`config.mk`:
```
export PLATFORM = sky130hd
export DESIGN_NAME = apb_master_ctrl
export DESIGN_NICKNAME = d
export VERILOG_FILES = /design/src/rtl/apb_master_ctrl.sv
export SDC_FILE = /design/constraint.sdc
export NUM_CORES = 1
export LEC_CHECK = 0
export BUFFER_PORTS_ARGS = -buffer_cell sky130_fd_sc_hd__buf_2
export CAP_MARGIN = 15
export CORE_UTILIZATION = 30
export CTS_CLUSTER_SIZE = 20
export DETAILED_ROUTE_END_ITERATION = 10
export SLEW_MARGIN = 15
export SYNTH_ARGS = -nofsm -noshare
export SYNTH_HDL_FRONTEND = slang
export SYNTH_SLANG_ARGS = --single-unit
```
`constraint.sdc`:
```
create_clock -name pclk -period 2.6 [get_ports pclk]
set_input_delay 0 -clock pclk [delete_from_list [all_inputs] [get_ports pclk]]
set_output_delay 0 -clock pclk [all_outputs]
set_load 0.01 [all_outputs]
```
`src/rtl/apb_master_ctrl.sv`:
```
// APB initiator for two 8-bit APB slaves, fed by a valid/ready command port.
// Each command becomes one SETUP and one or more ACCESS cycles, with a wait timeout.
module apb_master_ctrl #(
    parameter int SEL_BIT = 5,
    parameter int TIMEOUT = 16,
    parameter int CNT_W   = 5
) (
    input  logic       pclk,
    input  logic       preset,
    input  logic       cmd_valid,
    output logic       cmd_ready,
    input  logic       cmd_write,
    input  logic [7:0] cmd_addr,
    input  logic [7:0] cmd_wdata,
    output logic       rsp_valid,
    output logic [7:0] rsp_rdata,
    output logic       rsp_err,
    output logic       psel1,
    output logic       psel2,
    output logic       penable,
    output logic       pwrite,
    output logic [7:0] paddr,
    output logic [7:0] pwdata,
    input  logic       pready1,
    input  logic       pready2,
    input  logic [7:0] prdata1,
    input  logic [7:0] prdata2
);

    localparam logic [1:0] S_IDLE   = 2'd0;
    localparam logic [1:0] S_SETUP  = 2'd1;
    localparam logic [1:0] S_ACCESS = 2'd2;

    localparam int              TO_LAST_I = (TIMEOUT > 0) ? TIMEOUT - 1 : 0;
    localparam logic [CNT_W-1:0] TO_LAST  = TO_LAST_I[CNT_W-1:0];
    localparam logic [CNT_W-1:0] CNT_MAX  = '1;
    localparam logic            TO_EN     = (TIMEOUT != 0);

    logic [1:0]       r_state;
    logic [CNT_W-1:0] r_cnt;
    logic             r_cmd_ready;
    logic             r_rsp_valid;
    logic [7:0]       r_rsp_rdata;
    logic             r_rsp_err;
    logic             r_psel1;
    logic             r_psel2;
    logic             r_penable;
    logic             r_pwrite;
    logic [7:0]       r_paddr;
    logic [7:0]       r_pwdata;

    logic             w_sel2;
    logic             w_pready;
    logic [7:0]       w_prdata;
    logic             w_timeout;

    // Route the handshake of whichever slave the latched address selects.
    assign w_sel2    = r_paddr[SEL_BIT];
    assign w_pready  = w_sel2 ? pready2 : pready1;
    assign w_prdata  = w_sel2 ? prdata2 : prdata1;
    assign w_timeout = TO_EN && (r_cnt == TO_LAST);

    // Main FSM: IDLE accepts a command, SETUP lasts one cycle, ACCESS waits for pready.
    always_ff @(posedge pclk) begin
        if (preset) begin
            r_state     <= S_IDLE;
            r_cnt       <= '0;
            r_cmd_ready <= 1'b1;
            r_rsp_valid <= 1'b0;
            r_rsp_rdata <= 8'h00;
            r_rsp_err   <= 1'b0;
            r_psel1     <= 1'b0;
            r_psel2     <= 1'b0;
            r_penable   <= 1'b0;
            r_pwrite    <= 1'b0;
            r_paddr     <= 8'h00;
            r_pwdata    <= 8'h00;
        end else begin
            r_rsp_valid <= 1'b0;
            case (r_state)
                S_IDLE: begin
                    if (cmd_valid && r_cmd_ready) begin
                        r_pwrite    <= cmd_write;
                        r_paddr     <= cmd_addr;
                        r_pwdata    <= cmd_wdata;
                        r_psel1     <= ~cmd_addr[SEL_BIT];
                        r_psel2     <= cmd_addr[SEL_BIT];
                        r_cmd_ready <= 1'b0;
                        r_state     <= S_SETUP;
                    end
                end
                S_SETUP: begin
                    r_penable <= 1'b1;
                    r_cnt     <= '0;
                    r_state   <= S_ACCESS;
                end
                S_ACCESS: begin
                    if (w_pready) begin
                        r_psel1     <= 1'b0;
                        r_psel2     <= 1'b0;
                        r_penable   <= 1'b0;
                        r_rsp_valid <= 1'b1;
                        r_rsp_err   <= 1'b0;
                        r_rsp_rdata <= r_pwrite ? 8'h00 : w_prdata;
                        r_cmd_ready <= 1'b1;
                        r_state     <= S_IDLE;
                    end else if (w_timeout) begin
                        r_psel1     <= 1'b0;
                        r_psel2     <= 1'b0;
                        r_penable   <= 1'b0;
                        r_rsp_valid <= 1'b1;
                        r_rsp_err   <= 1'b1;
                        r_rsp_rdata <= 8'h00;
                        r_cmd_ready <= 1'b1;
                        r_state     <= S_IDLE;
                    end else if (r_cnt != CNT_MAX) begin
                        r_cnt <= r_cnt + 1'b1;
                    end
                end
                default: begin
                    r_psel1     <= 1'b0;
                    r_psel2     <= 1'b0;
                    r_penable   <= 1'b0;
                    r_cmd_ready <= 1'b1;
                    r_state     <= S_IDLE;
                end
            endcase
        end
    end

    assign cmd_ready = r_cmd_ready;
    assign rsp_valid = r_rsp_valid;
    assign rsp_rdata = r_rsp_rdata;
    assign rsp_err   = r_rsp_err;
    assign psel1     = r_psel1;
    assign psel2     = r_psel2;
    assign penable   = r_penable;
    assign pwrite    = r_pwrite;
    assign paddr     = r_paddr;
    assign pwdata    = r_pwdata;

endmodule

```
# Yosys cells after proc, flatten, opt, wreduce, memory -nomap -nowiden
# Cells that the tools add are included.
word_totals:
  regBits: 38
  word_cells: 64
  inputBits: 38
classes:
  eq_ne: 9
  add_sub_neg: 1
  reduce_logical: 11
  n_mux: 27
  bitwise_logic: 4
op_table:
  columns: ["op", "n"]
  rows:
  - ["two-way mux 8 bit", 4]
  - ["two-way mux 5 bit", 3]
  - ["case mux 1 bit (3 select lines)", 4]
  - ["two-way mux 1 bit", 11]
  - ["case mux 5 bit (2 select lines)", 1]
  - ["!= test 2 bit (second input constant)", 4]
  - ["AND reduction 2 bit", 4]
  - ["two-way mux 2 bit", 3]
  - ["case mux 2 bit (3 select lines)", 1]
  - ["adder 5 x 1 -> 5 bit (second input constant)", 1]
  - ["== test 5 x 4 -> 1 bit (second input constant)", 1]
  - ["!= test 5 bit (second input constant)", 1]
  - ["NOT 1 bit", 4]
  - ["AND reduction 4 bit", 1]
  - ["nonzero test 2 bit", 2]
  - ["!= test 3 bit (second input constant)", 1]
  - ["AND reduction 3 bit", 1]
  - ["== test 2 x 1 -> 1 bit (second input constant)", 1]
  - ["== test 2 bit (second input constant)", 1]
  - ["logical NOT 2 bit", 1]
  - ["OR reduction 2 bit", 1]
  - ["logical AND 1 bit", 1]

# Depth between registers and ports, before layout
logic_depth:
  word_depth: 5
  ltp_mapped: 6
  mapped_depth_nobuf: 6

# Worst setup path after synthesis
# OpenSTA, ideal clock, no wires.
synth_timing:
  path_kind: "register to register"
  startpoint: "reg r_cnt[0]"
  endpoint: "reg r_cnt[3]"
  stages_incl_launch_ff: 7
  t_arrival_ns: 1.859
  slack_ns: 0.666
  n_path_buf: 0
  setup_ns: 0.074
  t_required_ns: 2.526
  path_cell_list: "dfxtp_1 ha_1 and3_1 ha_1 or2_1 or4_1 a31oi_1"
synth_via:
  elab_chain_len: 5
synth_lines:
  columns: ["element", "line", "rtl"]
  rows:
  - ["start, declared", "40", "logic [CNT_W-1:0] r_cnt;"]
  - ["start signal, assigned", "117", "r_cnt <= r_cnt + 1'b1;"]
  - ["adder 5 x 1 -> 5 bit", "117", null]
  - ["two-way mux 5 bit", "116", "end else if (r_cnt != CNT_MAX) begin"]
  - ["two-way mux 5 bit", "107", "end else if (w_timeout) begin"]
  - ["two-way mux 5 bit", "98", "if (w_pready) begin"]
  - ["case mux 5 bit (2 select lines)", "80", "case (r_state)"]
# Parallel ways exist; a longest one is shown, timed or not. The select of a mux whose other input is x is not followed.
# A chain may end at the register's enable or synchronous reset.

# Worst setup path after layout
# Ends and elaborated chain as after synthesis.

==> qor.csv <==
stage,metric,value,unit
run_status,status,finished clean,
clock_network,later-pin clock latency in the skew report,0.29,ns
logic_synthesis,Synth Area per Inst,8.63,um2
cells_and_area,Post-Layout Cell Count,356,
critical_path,worst setup path class,flop to flop,
logic_synthesis,simple-gate share of the synthesized area,0.278,
critical_path,Worst setup SP type,flop,
sta,Hold Fails Final Rpt,0,
cells_and_area,Final Core Density,0.435,
clock_network,CTS Buf Count,5,
clock_network,Post-CTS Setup Bufs,0,
grt,vias in the first global route,1636,
floorplanning,starting density of the core,0.313,
placement,Placement Setup Slack,0.506,ns
logic_synthesis,main combinational cell family by area after synthesis,simple AND/OR/NAND/NOR gates,
placement,number of port buffers,68,
floorplanning,io pins,69,
cells_and_area,"most common cell after layout, fill and taps aside",buf_2,
critical_path,CP endpoint kind,flop,
logic_synthesis,post-synthesis xor/xnor area fraction,0,
cells_and_area,FF+latch area,761,um2
logic_synthesis,post-synthesis net count,242,
cells_and_area,Layout Nets,325,
grt,largest net degree at the start of global routing,46,
drt,initial DRC count,85,
logic_synthesis,count of state elements after synthesis,38,
sta,Min Hold Slack,0.0376,ns
critical_path,critical path arrival,2.33,ns
sta,Setup WS post-layout,0.481,ns
sta,Slew HR,0.503,
power_and_ir_drop,Peak supply drop,265,uV
logic_synthesis,Post-Syn Area,1740,um2
power_and_ir_drop,combinational fraction of design power,0.183,
clock_network,CTS tree,yes,
logic_synthesis,"EDFF count, synth",0,
sta,max-slew violation count,0,
placement,hpwl dp,2930,um
power_and_ir_drop,leakage,1.04,nW
placement,Routability Congestion,0.776,
drt,DRT Pass-1 Iters,4,
critical_path,register-to-register setup slack,0.48,ns
clock_network,Sink Count,38,
clock_network,Clock Pin Slew Worst Setup and Hold Paths,0.07,ns
clock_network,Max clock buf depth,2,
floorplanning,die width,78.1,um
grt,global-route usage over all layers,0.154,
power_and_ir_drop,clock power share,0.309,
sta,Slew @ Worst Pin,0.746,ns
sta,fmax,472,MHz
sta,Final Critical Period,2.12,ns
drt,ANT nets after route,0,
drt,DRC Markers,0,
logic_synthesis,Post-synth ARST share,0,
grt,initial antenna violation count,0,
logic_synthesis,Synth Area in Compound Gates,0.157,
logic_synthesis,sequential fraction of the synthesis area,0.438,
cells_and_area,Layout fillers,590,
sta,final setup violation count,0,
cells_and_area,multi-input logic area,923,um2
clock_network,clk root buf,clkbuf_8,
clock_network,CTS resizes,0,
logic_synthesis,Cell variety after synth,43,
floorplanning,Die Footprint,6090,um2
critical_path,"Max FO, Critical Path",7,
min_path,Hold Path Class,input pin to flop,
cells_and_area,Diodes inserted,0,
logic_synthesis,Synth Instances,201,
power_and_ir_drop,Power Density,520,nW/um2
cells_and_area,area grow syn2layout,38.9,%
logic_synthesis,adder-cell area share of the yosys netlist,0.0216,
drt,drt wl/cell,12.7,um
floorplanning,Chip Height,78.1,um
clock_network,hold_buf cts,17,
cells_and_area,"commonest cells after routing, fill and taps aside","68 x buf_2, 38 x dfxtp_1, 36 x nand2_1",
power_and_ir_drop,Sw Ratio,0.275,
floorplanning,core area,5540,um2
power_and_ir_drop,P_int,910,uW
power_and_ir_drop,part of the power in registers,0.508,
sta,crit share post-route,0.815,
sta,RSZ-0062 raised after global routing,false,
logic_synthesis,Most used DFF post-synth,dfxtp_1,
cells_and_area,share of cells above drive strength 1,0.320,
drt,Routed WL,4510,um
run,Max Cap Violations,0,
logic_synthesis,mux share of post-synthesis cell area,0.0663,
power_and_ir_drop,Switch Pwr,344,uW
placement,number of placed instances with taps included,332,
drt,Via density,4.92,
grt,GRT overflow,0,
floorplanning,num rows,27,
drt,vias,1750,
grt,first-pass GRT wire length,7420,um
clock_network,H-tree depth,2,
logic_synthesis,Synth warnings,0,
critical_path,Worst Path Required,2.81,ns
sta,worst-case clock skew,0.00436,ns
sta,TNS Setup,0,ns
-- path summary, 6_finish.rpt --
kind / start / to / cells past startpoint
setup / recovery: r_cnt[0] / r_cnt[3] / 6
hold / removal: cmd_valid / cmd_ready / 3
setup reg to reg: r_cnt[0] / r_cnt[3] / 6
hold reg to reg: paddr[7] / paddr[7] / 2
-- kinds of logic (layout without fill, tap and decap cells) --
| family | Yosys count | count (layout) |
|---|---|---|
| mux | 10 | 10 |
| buf+inv | 16 | 99 |
| simple gates | 89 | 89 |
| compound gates | 45 | 45 |
| flops | 38 | 38 |
| fa+ha+maj | 3 | 3 |
-- metrics by stage --
step | power, mW | instance area [um2]
floorplan | 0.769 | 1740
global placement | 0.858 | 2160
detailed placement | 0.860 | 2160
CTS | 1.27 | 2410
global route | 1.32 | 2410
finish | 1.25 | 2410
-- flip-flops by register name, indices dropped and copies added, names as in the netlist --
signal and flops:
paddr 8, pwrite 1, psel1 1, rsp_valid 1, r_state 2, pwdata 8, rsp_err 1, rsp_rdata 8
cmd_ready 1, r_cnt 5, psel2 1, penable 1
-- area by class of cell --
| type | instances | area share |
|---|---|---|
| multi-input combinational | 147 | 0.383 |
| inverter | 2 | 0.00312 |
| sequential | 38 | 0.316 |
| clock inverter | 1 | 0.00312 |
| clock buffer | 6 | 0.0301 |
| tap | 72 | 0.0374 |
| timing repair buffer | 90 | 0.227 |
-- critical path, stage by stage, from the launching register on --
cell	delay [ns]
dfxtp_1	0.35
ha_1	0.25
and3_1	0.21
ha_1	0.26
or2_1	0.31
or4_1	0.50
a31oi_1	0.16
-- layer usage --
layer	track usage	up-vias	wire (um)	part of all wire
li1	-	878	-	-
met1	0.184	817	2080	0.46
met2	0.266	50	2150	0.48
met3	0.0395	5	233	0.052
met4	0.0556	0	45	0.010
met5	0	-	0	0
-- power groups by stage --
stage               sequential [mW]  combinational [mW]  clock (mW)
floorplan                     0.657               0.112           0
global placement              0.649               0.208           0
detailed placement            0.650               0.210           0
CTS                           0.637               0.230       0.401
global route                  0.642               0.254       0.426
finish                        0.638               0.229       0.388
-- Yosys cell counts, types with 2 or more instances --
cell / count / area, um2
a211oi_1: 2 / 15.0
nand3b_1: 3 / 22.5
buf_2: 5 / 25.0
o21ai_0: 11 / 55.1
inv_1: 2 / 7.51
o211ai_1: 2 / 15.0
nand2b_1: 10 / 62.6
dfxtp_1: 38 / 761
o311ai_0: 3 / 26.3
a31oi_1: 2 / 12.5
mux2_2: 8 / 90.1
nor2_1: 6 / 22.5
or3_1: 2 / 12.5
a21oi_1: 18 / 90.1
nor2b_1: 7 / 43.8
clkbuf_1: 9 / 33.8
ha_1: 3 / 37.5
nand4_1: 9 / 56.3
nand2_1: 36 / 135
nor4b_1: 2 / 17.5
Power figures use the tool's default switching activity.
